`src/rtl/csa_accumulator.sv`:
```
// csa_accumulator
// Sequential multi-operand accumulator using carry-save compression.
// Each accepted operand is folded into a redundant (sum, carry) pair in
// one cycle without carry propagation. The final operand of a packet
// starts a chunked carry-propagate resolve, CHUNK bits per cycle. The
// binary result is then presented on a valid/ready output.
//
// Ports:
//   iClk    - clock, all state on rising edge
//   iRstN   - asynchronous active-low reset
//   iValid  - operand valid
//   oReady  - block can accept an operand (registered)
//   iData   - unsigned operand, zero-extended to ACC_WIDTH
//   iLast   - final operand of packet, sampled only on an accepted beat
//   oValid  - oResult valid (registered)
//   iReady  - downstream accepts result
//   oResult - packet sum modulo 2^ACC_WIDTH (registered)
//
// ACC_WIDTH must be >= WIDTH and an integer multiple of CHUNK.
module csa_accumulator #(
  parameter int WIDTH     = 8,
  parameter int ACC_WIDTH = 16,
  parameter int CHUNK     = 4
) (
  input  logic                 iClk,
  input  logic                 iRstN,
  input  logic                 iValid,
  output logic                 oReady,
  input  logic [WIDTH-1:0]     iData,
  input  logic                 iLast,
  output logic                 oValid,
  input  logic                 iReady,
  output logic [ACC_WIDTH-1:0] oResult
);

  localparam int R    = ACC_WIDTH / CHUNK;
  localparam int IDXW = (R > 1) ? $clog2(R) : 1;

  typedef enum logic [1:0] {ACCUM, RESOLVE, OUTPUT} state_t;

  state_t               state;
  logic [ACC_WIDTH-1:0] sreg;
  logic [ACC_WIDTH-1:0] creg;
  logic [ACC_WIDTH-1:0] dext;
  logic [ACC_WIDTH-1:0] snext;
  logic [ACC_WIDTH-1:0] cnext;
  logic [IDXW-1:0]      idx;
  logic                 carry;
  logic [CHUNK-1:0]     schunk;
  logic [CHUNK-1:0]     cchunk;
  logic [CHUNK:0]       csum;
  logic                 ready_q;
  logic                 valid_q;
  logic [ACC_WIDTH-1:0] result_q;
  logic                 accept;

  // Carry-save step: a 3:2 compression of (S, C, D). The majority term is
  // shifted up one bit and its MSB is dropped, which gives modulo
  // 2^ACC_WIDTH wrap for free.
  always_comb begin
    dext   = ACC_WIDTH'(iData);
    snext  = sreg ^ creg ^ dext;
    cnext  = ((sreg & creg) | (sreg & dext) | (creg & dext)) << 1;
    accept = iValid & ready_q & (state == ACCUM);
  end

  // Select the chunk being resolved this cycle and add it with the carry
  // from the previous chunk. The top bit of csum is the chunk carry-out.
  always_comb begin
    schunk = '0;
    cchunk = '0;
    for (int k = 0; k < R; k++) begin
      if (idx == IDXW'(k)) begin
        schunk = sreg[k*CHUNK +: CHUNK];
        cchunk = creg[k*CHUNK +: CHUNK];
      end
    end
    csum = {1'b0, schunk} + {1'b0, cchunk} + {{CHUNK{1'b0}}, carry};
  end

  // Control FSM with registered handshake outputs. oReady is computed one
  // cycle ahead so it never depends combinationally on iValid/iReady, and
  // it comes up on the first edge after reset is released.
  always_ff @(posedge iClk or negedge iRstN) begin
    if (!iRstN) begin
      state    <= ACCUM;
      sreg     <= '0;
      creg     <= '0;
      idx      <= '0;
      carry    <= 1'b0;
      ready_q  <= 1'b0;
      valid_q  <= 1'b0;
      result_q <= '0;
    end else begin
      case (state)
        ACCUM: begin
          ready_q <= 1'b1;
          if (accept) begin
            sreg <= snext;
            creg <= cnext;
            if (iLast) begin
              state   <= RESOLVE;
              idx     <= '0;
              carry   <= 1'b0;
              ready_q <= 1'b0;
            end
          end
        end
        RESOLVE: begin
          for (int k = 0; k < R; k++) begin
            if (idx == IDXW'(k)) begin
              result_q[k*CHUNK +: CHUNK] <= csum[CHUNK-1:0];
            end
          end
          carry <= csum[CHUNK];
          // The carry out of the top chunk is discarded by the modulo wrap.
          if (idx == IDXW'(R - 1)) begin
            state   <= OUTPUT;
            valid_q <= 1'b1;
          end else begin
            idx <= idx + IDXW'(1);
          end
        end
        OUTPUT: begin
          if (iReady) begin
            sreg    <= '0;
            creg    <= '0;
            valid_q <= 1'b0;
            ready_q <= 1'b1;
            state   <= ACCUM;
          end
        end
        default: begin
          state <= ACCUM;
        end
      endcase
    end
  end

  assign oReady  = ready_q;
  assign oValid  = valid_q;
  assign oResult = result_q;

endmodule

```
`config.mk`:
```
export PLATFORM = sky130hd
export DESIGN_NAME = csa_accumulator
export DESIGN_NICKNAME = d
export VERILOG_FILES = /design/src/rtl/csa_accumulator.sv
export SDC_FILE = /design/constraint.sdc
export NUM_CORES = 1
export LEC_CHECK = 0
export CAP_MARGIN = 20
export CELL_PAD_IN_SITES_DETAIL_PLACEMENT = 0
export CELL_PAD_IN_SITES_GLOBAL_PLACEMENT = 1
export CORE_ASPECT_RATIO = 2
export CORE_MARGIN = 4
export CORE_UTILIZATION = 34
export DETAILED_ROUTE_END_ITERATION = 12
export PLACE_DENSITY = 0.67
export SKIP_LAST_GASP = 1
export SLEW_MARGIN = 20
export SYNTH_ARGS = -nofsm -noshare
export SYNTH_HDL_FRONTEND = slang
export SYNTH_SLANG_ARGS = --single-unit
```
`constraint.sdc`:
```
create_clock -name iClk -period 7.4 [get_ports iClk]
set_input_delay 1.11 -clock iClk [delete_from_list [all_inputs] [get_ports iClk]]
set_output_delay 1.11 -clock iClk [all_outputs]
set_load 0.02 [all_outputs]
```
---- Word-level counts from Yosys, hierarchy flattened ----
Index checks and enable logic that the tools add are counted.
W data, S select, Z words.
storage, ports and cells
  flip-flop bits (word level) ............. 55
  input bits .............................. 13
  output and inout bits ................... 18
  logic and storage cells ................. 80
cells by class
  add/sub/neg operators ................... 3
  equal/unequal tests ..................... 10
  multiplexer cells ....................... 32
  bitwise logic cells ..................... 9
  reductions and logical operators ........ 15
operator list
  cell                   number
  $pmux W16 S2           2
  $mux W16               3
  $mux W4                8
  $and A15 B8 Y15        2
  $or A15 B15 Y15        2
  $xor A16 B16 Y16       1
  $xor A16 B8 Y16        1
  $and A15 B15 Y15       1
  $mux W2                7
  $ne A2 B2 Y1 const B   5
  $reduce_and A2 Y1      5
  $reduce_and A3 Y1      3
  $reduce_and A4 Y1      2
  $mux W1                7
  $eq A2 B2 Y1 const B   3
  $pmux W1 S2            3
  $pmux W2 S3            1
  $reduce_bool A2 Y1     3
  $add A4 B4 Y5          1
  $add A5 B1 Y5          1
  $eq A2 B1 Y1 const B   2
  $logic_not A2 Y1       2
  $pmux W2 S2            1
  $add A2 B1 Y2 const B  1
  $and A1 B1 Y1          2

---- Depth between registers and ports, before layout ----
  depth in word-level cells ............... 8
  depth in mapped cells ................... 13
  gate-level depth less buffers ........... 11

---- Least setup slack after synthesis ----
OpenSTA, ideal clock, no wires.
  kind .................................... register -> register
  from .................................... register idx[0]
  to ...................................... register result_q[10], in the netlist oResult[10]
  setup time .............................. 130 ps
  arrival time ............................ 2394 ps
  data required time ...................... 7270 ps
  path slack .............................. 4876 ps
  stages on the path, launching flop included .. 12
  path buffers ............................ 2
  period minus slack after synthesis ...... 2524 ps
  cell sequence ........................... dfrtp_1 > inv_1 > ha_1 > buf_2 > buf_2 > a21oi_1 > o21ai_0 > a22oi_1 > fa_1 > fa_1 > xor2_1 > o21ai_1
on the way
  cells in the longest elaborated chain, start to end .. 7
  elaborated cells on any way between the ends .. 15
  those cells by class .................... 2 x add/sub; 3 x eq/ne; 8 x mux; 2 x reduce/logical
ends and longest elaborated chain
  element                          RTL line  source
  from (decl)                      47        logic [IDXW-1:0] idx;
  from (signal assigned)           121       idx <= idx + IDXW'(1);
  $logic_not A2 Y1                 73        if (idx == IDXW'(k)) begin
  $mux W4 (4 in series)            73
  $add A4 B4 Y5                    78        csum = {1'b0, schunk} + {1'b0, cchunk} + {{CHUNK{1'b0}}, carry};
  $add A5 B1 Y5                    78
  to (signal, indexed assignment)  112       result_q[k*CHUNK +: CHUNK] <= csum[CHUNK-1:0];
  to (decl)                        54        logic [ACC_WIDTH-1:0] result_q;
Several ways; a longest one is shown, not always the timed one.
A chain may end at the register's enable or synchronous reset.

---- Worst setup path after layout ----
Same ends and word-level chain as after synthesis.

==> flow_summary.ini <==
[routing]
viasPerCell = 5.09
ant_nets = 0
wire_per_inst_um = 16.3
drt-initial-drc-count = 62
vias = 1874
wirelength_um = 5990
drc = 0
dr.pass1.iters = 4

[final_layout]
area_growth_pct = 19.6
final-seq-area_um2 = 1350
stdcell_area_um2 = 3280
multi_input_area_um2 = 1290
fillers = 758
fin_nets = 308
drive_above_1_share_pct = 8.46
diodes = 0

[clock_tree]
postCtsHoldBufs = 0
htreeDepth = 2
cts_max_path_buffers = 2
cts_resized = 0
cts_root_buf = clkbuf_16
path_clk_slew_ns = 0.07
clk_latency_ns = 0.29
cts.sinks = 54
cts_made_buffers = 5
post_cts_buffers = 0
cts_tree = done

[grt]
grt_max_degree = 55
overflow = 0
grtUsageTotal_pct = 13.6
grt_pass1_vias = 1974
antenna_found_initial = 0
grt_pass1_wl_um = 10200

[worst_setup_path]
critical_path_class = reg2reg
critPathLaunch = idx[0]
cpPeakStageDelay_ns = 0.55
critPathSlowestCell = ha_1
endpoint_kind = flop
crit_chain = inv_1 -> ha_1 -> nand2_1 -> a21oi_1 -> a21oi_1 -> fa_1 -> fa_1 -> xor2_1 -> o21ai_1
critPathRequiredTime_ns = 7.57
worstPathMaxFanout = 17
crit_arrival_ns = 3.08
rr_startpoint = idx[0]
cp-start-kind = flop
path_buf_inv = 1
cpLargestDelayFamily = adder cells

[timing]
max_freq_mhz = 344
slew_viol_final = 0
period_share_pct = 39.3
rsz0062_at_grt = no
period_minus_slack_ns = 2.90
fin_skew_ns = 0.00478
relSlewSlack_pct = 47.8
setup_slack_ns = 4.50
worstMarginPinSlew_ns = 0.783
hold_viol = 0
setup_viol = 0
fin_tns_setup_ns = 0

[synth]
ys_seq_area_share_pct = 49.2
synth_cells = 246
postSynthAreaPerCell_um2 = 11.2
syn_area_um2 = 2750
ys_seq_elements = 54
synth_cell_types = 30
synth_nets = 283
synth_warnings = 0

[power]
power.leakage_nw = 1.47
finalPower_w = 0.00139
p_per_area_nw_per_um2 = 425
irDropWorstVdd_uv = 146

[run]
max_cap_violations = 0

[die]
start_util_pct = 34.8
fp.dieH_um = 135
fp-row-count = 46
die-area_um2 = 9660
coreArea_um2 = 7890
num_io_pins = 31
die_w_um = 71.5

[placement]
dpl_worst_slack_ns = 4.49
port_buffers = 30
hpwl_um = 4290
gp_congestion = 0.738
placed_cell_area_um2 = 3110

[hold_path]
hold_class = reg2reg
min_from = oResult[5]

[status]
status = finished clean
[layout make-up]
class,instances,share of cell area [%]
Sequential cell,54,41.2
Multi-Input combinational cell,169,39.3
Clock buffer,5,3.81
Timing Repair Buffer,32,9.68
Tap cell,96,3.66
Clock inverter,3,1.37
Inverter,9,1.03
[kinds of logic after synthesis]
group	synth area share [%]
buffers and inverters	3.92
AND/OR/NAND/NOR	10.3
adder cells (fa/ha/maj)	13.4
AO/OA/AOI/OAI	21.4
XOR/XNOR	0.912
flip-flops	49.2
multiplexers	0.820
[final timing paths]
| check | endpoint | slack (ns) | cells past startpoint |
|---|---|---|---|
| hold / removal | oResult[5] | 0.48 | 2 |
| max in group asynchronous | sreg[6] | 6.00 | 2 |
| min in group asynchronous | oValid | 0.94 | 2 |
| setup reg to reg | oResult[10] | 4.50 | 9 |
| setup / recovery | oResult[10] | 4.50 | 9 |
| hold reg to reg | oResult[5] | 0.48 | 2 |
[layer usage]
metal  GRT usage, %  vias up  routed length, µm
met2           22.4       20               3190
li1               -      924                  -
met1           17.2      922               2520
met4           6.59        0                167
met5              0        -                  0
met3           1.79        8                111
[synthesized netlist by cell type, drive strengths merged]
master   n  share of area (%)
dfrtp   54                 49
nand2   36                5.3
a22o    34                 11
o21ai   27                4.9
a21oi   19                3.5
ha      15                6.8
buf     13                2.6
fa       9                6.6
inv      9                1.2
nand3b   5                1.4
nor2     4               0.55
nor2b    3               0.96
a22oi    2               0.55
and3     2               0.46
mux2     2               0.82
nand2b   2               0.46
nor3     2               0.77
xor2     2               0.91
a221oi   1               0.96
and2b    1               0.32
clkbuf   1               0.14
nand3    1               0.18
o21a     1               0.27
o32a     1               0.36
[sequential cells by signal (all words and copies together) (netlist names)]
name     count
oResult     16
sreg        16
creg        15
idx          2
state        2
carry        1
oReady       1
oValid       1
[layout by cell type, fill, tap and decap left out, drive strengths merged]
| cell type | Yosys | layout |
|---|---|---|
| buf | 13 | 3 |
| nand3b | 5 | 5 |
| mux2 | 2 | 2 |
| dfrtp | 54 | 54 |
| nand3 | 1 | 1 |
| nand2b | 2 | 2 |
| a22o | 34 | 34 |
| nor2b | 3 | 3 |
| nor2 | 4 | 4 |
| and3 | 2 | 2 |
| ha | 15 | 15 |
| a22oi | 2 | 2 |
| o21a | 1 | 1 |
| fa | 9 | 9 |
| bufinv | 0 | 1 |
| o32a | 1 | 1 |
| nand2 | 36 | 36 |
| xor2 | 2 | 2 |
| clkdlybuf4s50 | 0 | 29 |
| nor3 | 2 | 2 |
| o21ai | 27 | 27 |
| clkbuf | 1 | 5 |
| a21oi | 19 | 19 |
| a221oi | 1 | 1 |
| and2b | 1 | 1 |
| clkinvlp | 0 | 2 |
| inv | 9 | 9 |
[through the flow]
stage,instances,utilization (%),hold slack (ns)
3_3_place_gp,359,39.2,0.464
2_1_floorplan,246,-,0.446
5_1_grt,368,41.6,0.519
3_5_place_dp,360,39.5,0.474
6_report,368,41.6,0.482
4_1_cts,368,41.6,0.492
[where the power goes]
| group | total (W) | leakage, nW | internal (W) | switching [W] |
|---|---|---|---|---|
| clock | 0.000270 | 0.0760 | 0.000160 | 0.000111 |
| combinational | 0.000641 | 0.680 | 0.000280 | 0.000361 |
| sequential | 0.000482 | 0.710 | 0.000389 | 0.0000929 |
| total | 0.00139 | 1.47 | 0.000829 | 0.000564 |
[worst reg2reg max path, cell delays in order, from the launching register on]
cell     delay, ns
dfrtp_1       0.41
inv_1         0.11
ha_1          0.55
nand2_1       0.13
a21oi_1       0.16
a21oi_1       0.08
fa_1          0.49
fa_1          0.43
xor2_1        0.29
o21ai_1       0.11
(Power assumes the default switching activity.)
